`src/rtl/bg_parallax_starfield.sv`:
```
// bg_parallax_starfield
//   Procedural space background. NUM_LAYERS hashed starfield layers scroll
//   horizontally at different speeds (parallax). Each star twinkles off for
//   one frame in eight. An LFSR-launched shooting star with a diagonal trail
//   is drawn on top. Stars are derived from a hash of their 16x16 cell
//   coordinates, so no coordinate ROM is needed. vsync is only edge-detected;
//   all state runs on clk.
//
// Ports
//   clk           pixel clock
//   rst_n         asynchronous active-low reset
//   bg_en         1 = generate and animate, 0 = freeze state and output black
//   video_active  1 = current pixel is visible
//   pix_x, pix_y  current pixel coordinates (COORD_W bits)
//   vsync         frame sync, active level given by VSYNC_POL
//   meteor_trig   one-clock pulse that forces a shooting-star launch
//   R, G, B       registered 2-bit colour, one clock after the pixel inputs
module bg_parallax_starfield #(
  parameter int H_RES      = 1024,
  parameter int V_RES      = 768,
  parameter int COORD_W    = 11,
  parameter int NUM_LAYERS = 3,
  parameter int BASE_SPEED = 1,
  parameter int DENSITY    = 2,
  parameter int METEOR_SPD = 8,
  parameter int TRAIL_LEN  = 24,
  parameter int VSYNC_POL  = 1
) (
  input  logic               clk,
  input  logic               rst_n,
  input  logic               bg_en,
  input  logic               video_active,
  input  logic [COORD_W-1:0] pix_x,
  input  logic [COORD_W-1:0] pix_y,
  input  logic               vsync,
  input  logic               meteor_trig,
  output logic [1:0]         R,
  output logic [1:0]         G,
  output logic [1:0]         B
);

  localparam int         SUM_W   = COORD_W + 1;
  localparam logic       VS_ACT  = (VSYNC_POL != 0);
  localparam logic [5:0] C_WHITE = 6'b11_11_11;
  localparam logic [5:0] C_DIM   = 6'b01_01_10;
  localparam logic [5:0] C_TRAIL = 6'b11_11_00;

  typedef enum logic {S_IDLE, S_ACTIVE} meteor_state_t;

  // ---------------------------------------------------------------------------
  // Frame tick: first clock on which vsync is seen at its active level.
  // ---------------------------------------------------------------------------
  logic r_vs_q;
  logic w_tick;
  logic w_adv;

  // NOTE: state registers use non-blocking assignments so every flop samples
  // the pre-edge values of the others, whatever order the blocks run in.
  always_ff @(posedge clk or negedge rst_n) begin
    if (!rst_n) r_vs_q <= ~VS_ACT;
    else        r_vs_q <= vsync;
  end

  // vs_q keeps tracking while bg_en=0 so re-enabling cannot fake an edge.
  assign w_tick = (vsync == VS_ACT) && (r_vs_q != VS_ACT);
  assign w_adv  = w_tick && bg_en;

  // ---------------------------------------------------------------------------
  // Per-frame animation state: layer scroll offsets, twinkle phase, LFSR.
  // ---------------------------------------------------------------------------
  logic [COORD_W-1:0] r_scroll [NUM_LAYERS];
  logic [COORD_W-1:0] w_scroll_nxt [NUM_LAYERS];
  logic [SUM_W-1:0]   w_scr_sum;
  logic [2:0]         r_twinkle;
  logic [15:0]        r_lfsr;
  logic [15:0]        w_lfsr_nxt;

  // NOTE: every signal assigned in a combinational block gets a default at
  // the top, so no path can leave it unassigned and infer a latch.
  always_comb begin
    w_scr_sum = '0;
    for (int k = 0; k < NUM_LAYERS; k++) begin
      w_scr_sum = {1'b0, r_scroll[k]} + SUM_W'(BASE_SPEED * (k + 1));
      if (w_scr_sum >= SUM_W'(H_RES)) w_scr_sum = w_scr_sum - SUM_W'(H_RES);
      w_scroll_nxt[k] = w_scr_sum[COORD_W-1:0];
    end
  end

  // Galois LFSR, right-shifting, feedback mask 0xB400.
  assign w_lfsr_nxt = r_lfsr[0] ? ((r_lfsr >> 1) ^ 16'hB400) : (r_lfsr >> 1);

  // NOTE: the scroll array is only NUM_LAYERS flops, so it is reset like any
  // other register; a large RAM-backed array would not be.
  always_ff @(posedge clk or negedge rst_n) begin
    if (!rst_n) begin
      for (int k = 0; k < NUM_LAYERS; k++) r_scroll[k] <= '0;
      r_twinkle <= '0;
      r_lfsr    <= 16'hACE1;
    end else if (w_adv) begin
      for (int k = 0; k < NUM_LAYERS; k++) r_scroll[k] <= w_scroll_nxt[k];
      r_twinkle <= r_twinkle + 3'd1;
      r_lfsr    <= w_lfsr_nxt;
    end
  end

  // ---------------------------------------------------------------------------
  // Shooting-star FSM. The head enters at the right edge and moves down-left
  // once per frame. A manual trigger launches even while frozen.
  // ---------------------------------------------------------------------------
  meteor_state_t      r_state, w_state_nxt;
  logic [COORD_W-1:0] r_head_x, r_head_y;
  logic [COORD_W-1:0] w_head_x_nxt, w_head_y_nxt;

  always_ff @(posedge clk or negedge rst_n) begin
    if (!rst_n) begin
      r_state  <= S_IDLE;
      r_head_x <= '0;
      r_head_y <= '0;
    end else begin
      r_state  <= w_state_nxt;
      r_head_x <= w_head_x_nxt;
      r_head_y <= w_head_y_nxt;
    end
  end

  always_comb begin
    w_state_nxt  = r_state;
    w_head_x_nxt = r_head_x;
    w_head_y_nxt = r_head_y;
    case (r_state)
      S_IDLE: begin
        // A launch takes priority over movement; the new head does not move
        // on its launch clock even if a frame tick arrives at the same time.
        if (meteor_trig || (w_adv && (r_lfsr[7:0] == 8'd0))) begin
          w_state_nxt  = S_ACTIVE;
          w_head_x_nxt = COORD_W'(H_RES - 1);
          w_head_y_nxt = COORD_W'(r_lfsr[15:8]);
        end
      end
      S_ACTIVE: begin
        if (w_adv) begin
          // Retire before a step would leave the screen (and underflow head_x).
          if ((r_head_x < COORD_W'(METEOR_SPD)) ||
              (({1'b0, r_head_y} + SUM_W'(METEOR_SPD / 2)) >= SUM_W'(V_RES))) begin
            w_state_nxt = S_IDLE;
          end else begin
            w_head_x_nxt = r_head_x - COORD_W'(METEOR_SPD);
            w_head_y_nxt = r_head_y + COORD_W'(METEOR_SPD / 2);
          end
        end
      end
      default: w_state_nxt = S_IDLE;
    endcase
  end

  // ---------------------------------------------------------------------------
  // Pixel colour.
  // ---------------------------------------------------------------------------
  logic [NUM_LAYERS-1:0] w_layer_hit;
  logic [SUM_W-1:0]      w_px_sum;
  logic [COORD_W-1:0]    w_sx, w_cx, w_cy;
  logic [7:0]            w_h;
  logic                  w_in_range;
  logic                  w_head_hit, w_trail_hit;
  logic [SUM_W-1:0]      w_d;
  logic [5:0]            w_rgb;

  always_comb begin
    w_layer_hit = '0;
    w_px_sum    = '0;
    w_sx        = '0;
    w_cx        = '0;
    w_h         = '0;
    w_cy        = pix_y >> 4;
    for (int k = 0; k < NUM_LAYERS; k++) begin
      w_px_sum = {1'b0, pix_x} + {1'b0, r_scroll[k]};
      if (w_px_sum >= SUM_W'(H_RES)) w_px_sum = w_px_sum - SUM_W'(H_RES);
      w_sx = w_px_sum[COORD_W-1:0];
      w_cx = w_sx >> 4;
      // Cell hash: only the low byte of each product matters.
      w_h  = 8'(w_cx * 8'd37) ^ 8'(w_cy * 8'd101) ^ 8'(k * 59);
      // Star sits at (h[3:0], {h[1:0],h[3:2]}) inside its 16x16 cell.
      w_layer_hit[k] = ({1'b0, w_h[7:4]} < 5'(DENSITY)) &&
                       (w_sx[3:0] == w_h[3:0]) &&
                       (pix_y[3:0] == {w_h[1:0], w_h[3:2]}) &&
                       ((w_cx[2:0] ^ w_cy[2:0]) != r_twinkle);
    end
  end

  assign w_in_range = ({1'b0, pix_x} < SUM_W'(H_RES));
  assign w_head_hit = (r_state == S_ACTIVE) && (pix_x == r_head_x) && (pix_y == r_head_y);

  // Trail runs to the upper right of the head, rising 1 px per 2 px of x.
  // The y test is written as an addition so it cannot underflow.
  assign w_d         = {1'b0, pix_x} - {1'b0, r_head_x};
  assign w_trail_hit = (r_state == S_ACTIVE) && (pix_x > r_head_x) &&
                       (w_d < SUM_W'(TRAIL_LEN)) &&
                       (({1'b0, pix_y} + (w_d >> 1)) == {1'b0, r_head_y});

  always_comb begin
    w_rgb = '0;
    // Ascending scan so the nearest (highest-index) layer wins.
    for (int k = 0; k < NUM_LAYERS; k++) begin
      if (w_layer_hit[k]) w_rgb = (k == NUM_LAYERS - 1) ? C_WHITE : C_DIM;
    end
    if (w_trail_hit) w_rgb = C_TRAIL;
    if (w_head_hit)  w_rgb = C_WHITE;
  end

  logic [5:0] r_rgb;

  always_ff @(posedge clk or negedge rst_n) begin
    if (!rst_n)                                    r_rgb <= '0;
    else if (!bg_en || !video_active || !w_in_range) r_rgb <= '0;
    else                                           r_rgb <= w_rgb;
  end

  assign {R, G, B} = r_rgb;

endmodule

```
`config.mk`:
```
export PLATFORM = sky130hd
export DESIGN_NAME = bg_parallax_starfield
export DESIGN_NICKNAME = d
export VERILOG_FILES = /design/src/rtl/bg_parallax_starfield.sv
export SDC_FILE = /design/constraint.sdc
export NUM_CORES = 1
export LEC_CHECK = 0
export ABC_AREA = 1
export CAP_MARGIN = 20
export CORE_ASPECT_RATIO = 0.6
export CORE_MARGIN = 2
export CORE_UTILIZATION = 55
export CTS_BUF_LIST = sky130_fd_sc_hd__clkbuf_2 sky130_fd_sc_hd__clkbuf_4 sky130_fd_sc_hd__clkbuf_8
export CTS_CLUSTER_DIAMETER = 200
export DETAILED_ROUTE_END_ITERATION = 12
export GPL_TIMING_DRIVEN = 0
export PLACE_DENSITY = 0.81
export SETUP_SLACK_MARGIN = 0.2
export SYNTH_ARGS = -nofsm -noshare
export SYNTH_HDL_FRONTEND = slang
export SYNTH_SLANG_ARGS = --single-unit
```
`constraint.sdc`:
```
create_clock -name clk -period 10.3 [get_ports clk]
set_input_delay 2.06 -clock clk [delete_from_list [all_inputs] [get_ports clk]]
set_output_delay 2.06 -clock clk [all_outputs]
set_load 0.02 [all_outputs]
```
==> run metrics, run 1 <==
DRT Pass-1 Iters 6; total CTS buffers 9; Crit Path Category input pin to flop; CTS H-tree depth 3; cell area after placement 9030 um^2; multi-input logic area 5730 um^2; fillcell total 1341; Tcrit/Tclk final 0.700; final WL 24000 um; total vias in the final route 8266; Initial DRC Count 926; Reg clk slew, reported paths 0.10 ns; crit-path max FO 7; layout cell share with drive strength beyond 1 0.0468; Syn Nets 1363; Post-synth top flop dfrtp_1; fin util 0.628; Post-synth EDFFs 0; Rel. slew slack 0.424; io pins 34; power per cell area 301 nW/um^2; area grow syn2layout 9.71%; CP bufs+invs 3; initial antenna violation count 0; wire per inst 16.5 um; worst ir drop on vdd 0.000206 V; global-route usage over all layers 0.306; CTS Root Cell clkbuf_8; Worst path depth 27; outcome finished clean; P_leak 5.03 nW; chip height 99.9 um; Die X 164 um; Synthesis Warnings 0; register area share after synthesis 0.230; vias per cell 5.66; I/O Buffers 33; Async S/R FF share, synth 1.00; synthesized flop and latch total 77; Post-Syn Instances 1212; Arrival @ worst endpoint 7.53 ns; Yosys cell types 51; Post-DRT Antenna Nets 0; mapped cell area 8430 um^2; Skew-Pair Late Insertion Delay 0.38 ns; die area 16400 um^2; WHS Path Cells 2; RSZ-0062 raised after global routing no; Worst Path Required 10.61 ns; Hold Crit Class flop to flop; Largest delay share family, worst path adder cells; length in cells of the worst reg-to-reg path 27; Post-CTS Resized 0; Worst path max stage delay 0.76 ns; Starting Density 0.573; CTS max path bufs 2; largest net degree at the start of global routing 53; Crit path top cell by count nand2_1; CP endpoint kind flop; CP max-delay cell clkdlybuf4s50_1; Placed Cells incl. Taps 1444; Setup Skew 0.0119 ns; GP Congestion 0.966; GR Overflow Total 0; Final Critical Period 7.21 ns; worst slew pin tran 0.864 ns; fmax 0.139 GHz; DRC 0; CTS tree yes; core area 14700 um^2; Setup TNS 0 ns; vias in the first global route 7482; top cells by area, synth dfrtp_1, ha_1, nand2_1, inv_1, nand3_1; Avg Cell Area, Syn 6.95 um^2; Layout Cells excl Fill 1460; Final HPWL DP 19700 um; fin nets 1408; row cnt 34; Max Cap Violations 0; Ant. Diodes 0; CP startpoint kind input pin; top-area cell type share of the netlist area 0.205; sequential cell area 1940 um^2; Final Max Slew Viols 0; top cell type by total area after synthesis dfrtp_1; final hold violation count 0; Post-CTS Setup Repair Bufs 0; # clock sinks 77; Final setup viols 0; post-route cell area 9250 um^2; first-pass GRT wire length 38500 um; CTS hold repair buffers 0
cell usage after synthesis, types with 2 or more instances:
master	n
a31oi_2	2
a211oi_1	3
xnor2_1	27
o211ai_1	4
inv_1	175
nor3_1	12
dfrtp_1	69
nand3b_1	11
nand2_1	344
o21ai_0	44
fa_1	11
ha_1	112
o22ai_1	5
o21ai_1	3
dfstp_2	8
o21bai_1	2
nor4_1	4
a21o_1	2
a2111oi_0	2
xor2_1	54
a21oi_1	33
o32ai_1	2
nand4_1	22
a21boi_0	5
nand3_1	124
nor2_1	84
a31oi_1	2
or2_2	4
nand3_2	2
o21ai_2	3
buf_4	6
inv_2	4
clkbuf_1	7
a21oi_2	3
kinds of logic (layout without fill, tap and decap cells):
family                   after synthesis  in the layout  share of synthesized area
AND/OR/NAND/NOR                      614            614                      0.314
XOR/XNOR                              82             82                     0.0868
adder cells (fa/ha/maj)              123            123                      0.192
AO/OA/AOI/OAI                        121            121                     0.0864
flip-flops                            77             77                      0.230
buffers and inverters                195            245                     0.0908
state kept, by name, indices dropped and copies added (netlist names):
| signal | flops |
|---|---|
| r_head_x | 9 |
| r_twinkle | 3 |
| r_scroll | 32 |
| r_lfsr | 16 |
| r_state | 1 |
| r_head_y | 11 |
| r_rgb | 4 |
| r_vs_q | 1 |
path summary, 6_finish.rpt:
path / startpoint / to / slack, ns
max: pix_x[1] / r_rgb[1]$_DFF_PN0_ / 3.09
min: r_lfsr[7]$_DFFE_PN1P_ / r_lfsr[7]$_DFFE_PN1P_ / 0.49
max reg2reg: r_scroll[0]$_DFFE_PN0P_ / r_rgb[1]$_DFF_PN0_ / 4.97
min reg2reg: r_lfsr[7]$_DFFE_PN1P_ / r_lfsr[7]$_DFFE_PN1P_ / 0.49
max in group asynchronous: rst_n / r_lfsr[11]$_DFFE_PN1P_ / 8.04
min in group asynchronous: rst_n / r_rgb[1]$_DFF_PN0_ / 1.61
layout by cell type, fill, tap and decap left out, types with 2 or more instances in the layout:
master	count
a2111oi_0	2
a211oi_1	3
a21boi_0	5
a21o_1	2
a21oi_1	33
a21oi_2	3
a31oi_1	2
a31oi_2	2
buf_4	7
clkbuf_1	7
clkbuf_8	9
clkdlybuf4s50_1	32
dfrtp_1	69
dfstp_2	8
fa_1	11
ha_1	112
inv_1	175
inv_2	4
inv_6	2
nand2_1	344
nand3_1	124
nand3_2	2
nand3b_1	11
nand4_1	22
nor2_1	84
nor3_1	12
nor4_1	4
o211ai_1	4
o21ai_0	44
o21ai_1	3
o21ai_2	3
o21bai_1	2
o22ai_1	5
o32ai_1	2
or2_2	4
xnor2_1	27
xor2_1	54
worst min-delay path, stage by stage (launching register included):
cell and delay, ns:
dfstp_2 0.39, nand2_1 0.06, nand2_1 0.05
through the flow:
step | setup WS (ns) | hold slack (ns) | total power [mW]
after floorplan | 4.24 | 0.453 | 1.98
after global placement | 2.95 | 0.467 | 2.37
after detailed placement | 2.86 | 0.475 | 2.45
after CTS | 3.26 | 0.491 | 2.72
after global routing | 2.85 | 0.505 | 3.07
final | 3.09 | 0.492 | 2.78
per-layer routing:
metal	up-vias	share of wire	GRT usage	wire length (um)
li1	4048	-	-	-
met5	-	0	0	0
met2	437	0.37	0.406	8800
met1	3751	0.49	0.487	11700
met4	0	0.014	0.0641	325
met3	30	0.13	0.0810	3210
where the power goes:
group | internal [mW] | switching [mW]
logic | 0.758 | 1.24
clock network | 0.118 | 0.140
registers | 0.397 | 0.125
total | 1.27 | 1.51
layout make-up:
class,count,area share
plain buffers,15,0.00947
clock buffers,9,0.0134
clock inverters,7,0.00988
inverters,180,0.0733
multi-input cells,940,0.619
flip-flops and latches,77,0.209
well taps,198,0.0268
repair buffers,34,0.0384
Note: power is estimated with default switching activity, not from simulation.
==> run 2, diff against run 1 <==
==> constraint.sdc (replaced) <==
create_clock -name clk -period 7.5 [get_ports clk]
set_input_delay 1.5 -clock clk [delete_from_list [all_inputs] [get_ports clk]]
set_output_delay 1.5 -clock clk [all_outputs]
set_load 0.02 [all_outputs]
==> results of run 2 <==
The final DEF is identical to that of run 1. Status: finished clean.
Main changes from that run: setup slack after placement 2.86 ns -> 0.621 ns; setup slack after layout 3.09 ns -> 0.846 ns; register-to-register setup slack 4.97 ns -> 2.17 ns; total power 2.78 mW -> 3.82 mW; worst IR drop on VDD 0.000206 V -> 0.000283 V
